===== config.mk =====
export PLATFORM = sky130hd
export DESIGN_NAME = masking_prng
export DESIGN_NICKNAME = d
export VERILOG_FILES = /design/src/rtl/masking_prng.sv
export SDC_FILE = /design/constraint.sdc
export NUM_CORES = 1
export LEC_CHECK = 0
export CORE_UTILIZATION = 64
export CTS_BUF_LIST = sky130_fd_sc_hd__clkbuf_4 sky130_fd_sc_hd__clkbuf_8 sky130_fd_sc_hd__clkbuf_16
export DETAILED_ROUTE_END_ITERATION = 7
export PLACE_DENSITY = 0.82
export SLEW_MARGIN = 10
export SYNTH_ARGS = -nofsm -noshare
export SYNTH_HDL_FRONTEND = slang
export SYNTH_SLANG_ARGS = --single-unit

===== constraint.sdc =====
create_clock -name in_clock -period 5.03 [get_ports in_clock]
set_clock_uncertainty 0.15 [all_clocks]
set_input_delay 0.7545 -clock in_clock [delete_from_list [all_inputs] [get_ports in_clock]]
set_output_delay 0.7545 -clock in_clock [all_outputs]
set_load 0.1 [all_outputs]

===== src/rtl/masking_prng.sv =====
// masking_prng: free-running 128-bit Fibonacci LFSR producing OUT_WIDTH fresh
// masking bits per clock. Seeded through a 32-bit valid/ready word stream;
// output is suppressed while loading and during a programmable warm-up.
module masking_prng #(
    parameter int unsigned OUT_WIDTH     = 8,
    parameter int unsigned WARMUP_CYCLES = 16
) (
    input  logic                 in_clock,
    input  logic                 in_reset,
    input  logic [31:0]          in_seed,
    input  logic                 in_seed_valid,
    output logic                 out_seed_ready,
    output logic [OUT_WIDTH-1:0] out_random,
    output logic                 out_random_valid
);

    typedef enum logic [1:0] {
        ST_IDLE,
        ST_LOADING,
        ST_WARMUP,
        ST_RUN
    } state_t;

    state_t         state_q, state_d;
    logic [127:0]   s_q, s_d;
    logic [1:0]     word_cnt_q, word_cnt_d;
    logic [7:0]     warm_cnt_q, warm_cnt_d;
    logic           accept;
    logic [127:0]   s_shifted;
    logic [127:0]   s_stepped;

    // OUT_WIDTH unrolled LFSR steps, taps 127/125/100/98
    function automatic logic [127:0] lfsr_advance(input logic [127:0] s);
        logic [127:0] r;
        r = s;
        for (int unsigned i = 0; i < OUT_WIDTH; i++) begin
            r = {r[126:0], r[127] ^ r[125] ^ r[100] ^ r[98]};
        end
        return r;
    endfunction

    // State register and datapath flops, synchronous reset
    always_ff @(posedge in_clock) begin
        if (in_reset) begin
            state_q    <= ST_IDLE;
            s_q        <= '0;
            word_cnt_q <= '0;
            warm_cnt_q <= '0;
        end else begin
            state_q    <= state_d;
            s_q        <= s_d;
            word_cnt_q <= word_cnt_d;
            warm_cnt_q <= warm_cnt_d;
        end
    end

    // Next-state and datapath update; a seed accept always beats stepping
    always_comb begin
        state_d    = state_q;
        s_d        = s_q;
        word_cnt_d = word_cnt_q;
        warm_cnt_d = warm_cnt_q;
        accept     = in_seed_valid && (state_q != ST_WARMUP);
        s_shifted  = {s_q[95:0], in_seed};
        s_stepped  = lfsr_advance(s_q);
        case (state_q)
            ST_IDLE: begin
                if (accept) begin
                    s_d        = s_shifted;
                    word_cnt_d = 2'd1;
                    state_d    = ST_LOADING;
                end
            end
            ST_LOADING: begin
                if (accept) begin
                    s_d        = s_shifted;
                    word_cnt_d = word_cnt_q + 2'd1;
                    if (word_cnt_q == 2'd3) begin
                        // an all-zero state would lock the LFSR forever
                        if (s_shifted == '0) begin
                            s_d = 128'h1;
                        end
                        if (WARMUP_CYCLES == 0) begin
                            state_d = ST_RUN;
                        end else begin
                            state_d    = ST_WARMUP;
                            warm_cnt_d = 8'(WARMUP_CYCLES);
                        end
                    end
                end
            end
            ST_WARMUP: begin
                s_d        = s_stepped;
                warm_cnt_d = warm_cnt_q - 8'd1;
                if (warm_cnt_q <= 8'd1) begin
                    state_d = ST_RUN;
                end
            end
            ST_RUN: begin
                if (accept) begin
                    s_d        = s_shifted;
                    word_cnt_d = 2'd1;
                    state_d    = ST_LOADING;
                end else begin
                    s_d = s_stepped;
                end
            end
            default: begin
                state_d = ST_IDLE;
            end
        endcase
    end

    // Outputs decoded from registered state only
    always_comb begin
        out_seed_ready   = (state_q != ST_WARMUP);
        out_random_valid = (state_q == ST_RUN);
        out_random       = out_random_valid ? s_q[OUT_WIDTH-1:0] : '0;
    end

endmodule


==> metrics.md <==
| Metric | Value |
|---|---|
| Status | `finished clean` |
| First-pass GRT wire length | `34,700 µm` |
| P_sw | `2.79 mW` |
| Crit Path Category | `flip-flop to output port` |
| Hold path depth | `2` |
| Critical-path maximum fanout | `11` |
| I/O pin count | `45` |
| Post-synth ARST share | `0` |
| Pin count of the biggest net entering global routing | `103` |
| Sequential cell area | `0.00280 mm²` |
| Fraction of layout instances using a drive strength above 1 | `0.0948` |
| Mapped Avg Cell Area | `8.64 µm²` |
| Endpoints failing hold | `0` |
| Pint | `3.41 mW` |
| Clock transition at the registers of the reported paths | `0.06 ns` |
| Area of the multi-input gates | `0.00395 mm²` |
| Area Overhead vs Synth | `12.9%` |
| Area share of the largest cell type after synthesis | `0.392` |
| Post-route minimum period | `3.59 ns` |
| Longest Clk Path Bufs | `2` |
| CTS H-Tree Depth | `4` |
| Total track usage | `0.386` |
| Initial antenna violation count | `0` |
| Ys Warns | `0` |
| # diodes | `0` |
| Number of global-route vias before repair | `6,538` |
| Number of synthesized flops with an enable pin | `0` |
| Post-Syn Area | `0.00715 mm²` |
| Synth top area cells | `dfxtp_1 (39%), a221oi_1 (12%), o32ai_1 (7.7%), nor2_1 (7.2%), a21oi_1 (4.8%)` |
| WHS | `0.356 ns` |
| Die H | `108 µm` |
| CP arrival | `2.69 ns` |
| Leakage | `2.79 nW` |
| Wire per inst | `22.7 µm` |
| Area leader, netlist | `dfxtp_1` |
| Total die area | `0.0116 mm²` |
| GRT overflow | `0` |
| Final Routed Wirelength | `21,900 µm` |
| Initial DRT Pass Iterations | `6` |
| CTS sink cnt | `140` |
| Switching share of power | `0.450` |
| HPWL after detailed placement | `13,400 µm` |
| Worst vdd ir | `0.469 mV` |
| TritonCTS Buffers | `17` |
| Pwr Density | `767 mW/mm²` |
| Gpl congestion | `0.874` |
| Initial Util | `0.660` |
| R2R depth | `7` |
| Main flop type after synthesis | `dfxtp_1` |
| Total Nets Final | `855` |
| CTS root buf | `clkbuf_8` |
| Setup TNS | `0 ns` |
| Die Span X | `108 µm` |
| Vias per cell | `7.60` |
| Req. time, crit path | `4.13 ns` |
| Netlist cell types | `41` |
| Setup crit start kind | `flip-flop` |
| Worst-margin pin slew | `1.22 ns` |
| RSZ-0062 raised after global routing | `no` |
| Final Max Tran Viols | `0` |
| TritonCTS clock tree | `built` |
| Worst min path class | `flip-flop to flip-flop` |
| Vias | `7,317` |
| Part of the power in registers | `0.394` |
| Clock Latency Late Sink | `0.53 ns` |
| Placement row count | `38` |
| Register area share after synthesis | `0.392` |
| Drt drc | `0` |
| Crit. End Element | `output port` |
| Core footprint | `0.0108 mm²` |
| FMAX | `278 MHz` |
| Max Cap Violations | `0` |
| Port bufs | `44` |
| Postcts setup bufs | `0` |
| Clk network pwr share | `0.201` |
| Mapped Cells | `828` |
| Antenna-violating nets left | `0` |
| Final setup violation count | `0` |
| Hold-fix buffers, CTS | `0` |
| Synthesized net count | `872` |
| First-iteration detailed-routing DRC count | `996` |
| CTS resizes | `0` |
| Combinational Power Share | `0.405` |
| Tot Pwr | `6.19 mW` |
| Final Cycle Share | `0.714` |
| Utilization after layout | `0.745` |
| Slew headroom | `0.189` |
| Post-synthesis register bit count | `140` |
| Fill cell count | `756` |
==> cell families after synthesis <==
family / count (synthesis) / synth area share
AOI/OAI and AO/OA: 287 / 0.330
and+or+nand+nor: 269 / 0.174
DFF: 140 / 0.392
buffers and inverters: 99 / 0.0586
xor gates and xnor gates: 24 / 0.0294
adders and majority gates: 9 / 0.0157
==> flip-flops by register name (all words and copies together) (netlist names) <==
signal	cells
s_q	128
warm_cnt_q	8
state_q	2
word_cnt_q	2
==> critical path: stages, from the launching register on <==
cell and delay [ns]:
dfxtp_1 0.42, ha_1 0.39, and2_1 0.21, clkdlybuf4s50_1 1.14
==> cell usage after synthesis (2+ instances only) <==
library cell  count
a211oi_1          2
a21oi_1          69
a221oi_1        101
a221oi_2         20
and2_1            8
buf_1             9
buf_2            13
buf_6             4
clkbuf_1         64
dfxtp_1         140
ha_1              9
inv_1             8
nand2_1           8
nand3_1           5
nand4_1           9
nor2_1          137
nor2b_1           4
nor3_1           59
nor4_1           31
o21ai_0          11
o221a_2           7
o31a_1            7
o32ai_1          63
xnor2_1          13
xor2_1           11
==> layout by cell type (no fill, tap or decap), drive strengths merged, types with 2 or more instances in the layout <==
cell type,n
a211oi,2
a21oi,69
a221oi,121
and2,8
buf,12
bufinv,3
clkbuf,19
clkdlybuf4s50,43
clkinv,4
clkinvlp,5
dfxtp,140
ha,9
inv,8
nand2,8
nand3,5
nand4,9
nor2,137
nor2b,4
nor3,59
nor4,31
o21ai,11
o221a,7
o31a,7
o32ai,63
or2,3
xnor2,13
xor2,11
==> final cells by class <==
type | count | share of cell area
clock buffers | 19 | 0.0539
clock inverters | 12 | 0.0183
inverters | 8 | 0.00372
multi-input cells | 589 | 0.489
flip-flops and latches | 140 | 0.347
well taps | 140 | 0.0217
repair buffers | 55 | 0.0660
==> power groups by stage <==
stage,Clock (mW),Combinational [mW],Sequential (mW)
2_1_floorplan,0,2.02,2.07
3_3_place_gp,0,2.32,2.36
3_5_place_dp,0,2.41,2.40
4_1_cts,1.24,2.45,2.38
5_1_grt,1.30,2.72,2.47
6_report,1.25,2.51,2.44
==> per-stage QoR <==
stage | instances | setup WS, ns | cell area, µm²
after floorplan | 828 | 1.96 | 7150
after global placement | 932 | 1.60 | 7490
after detailed placement | 932 | 1.43 | 7490
after CTS | 963 | 1.43 | 8080
after global routing | 963 | 1.36 | 8080
final | 963 | 1.44 | 8080
==> final timing paths <==
kind / slack [ns] / end / startpoint
worst max-delay path: 1.44 / out_random[0] / state_q[0]
worst min-delay path: 0.36 / word_cnt_q[1] / word_cnt_q[1]
worst max register to register: 1.55 / s_q[36] / state_q[1]
worst min register to register: 0.36 / word_cnt_q[1] / word_cnt_q[1]
==> layer usage <==
metal | vias to the layer above | track usage | wire length, µm
met2 | 489 | 0.602 | 10100
met1 | 3498 | 0.510 | 8640
met4 | 0 | 0.193 | 1090
li1 | 3229 | - | -
met3 | 101 | 0.0732 | 2050
met5 | - | 0 | 0
(Power assumes the default switching activity.)
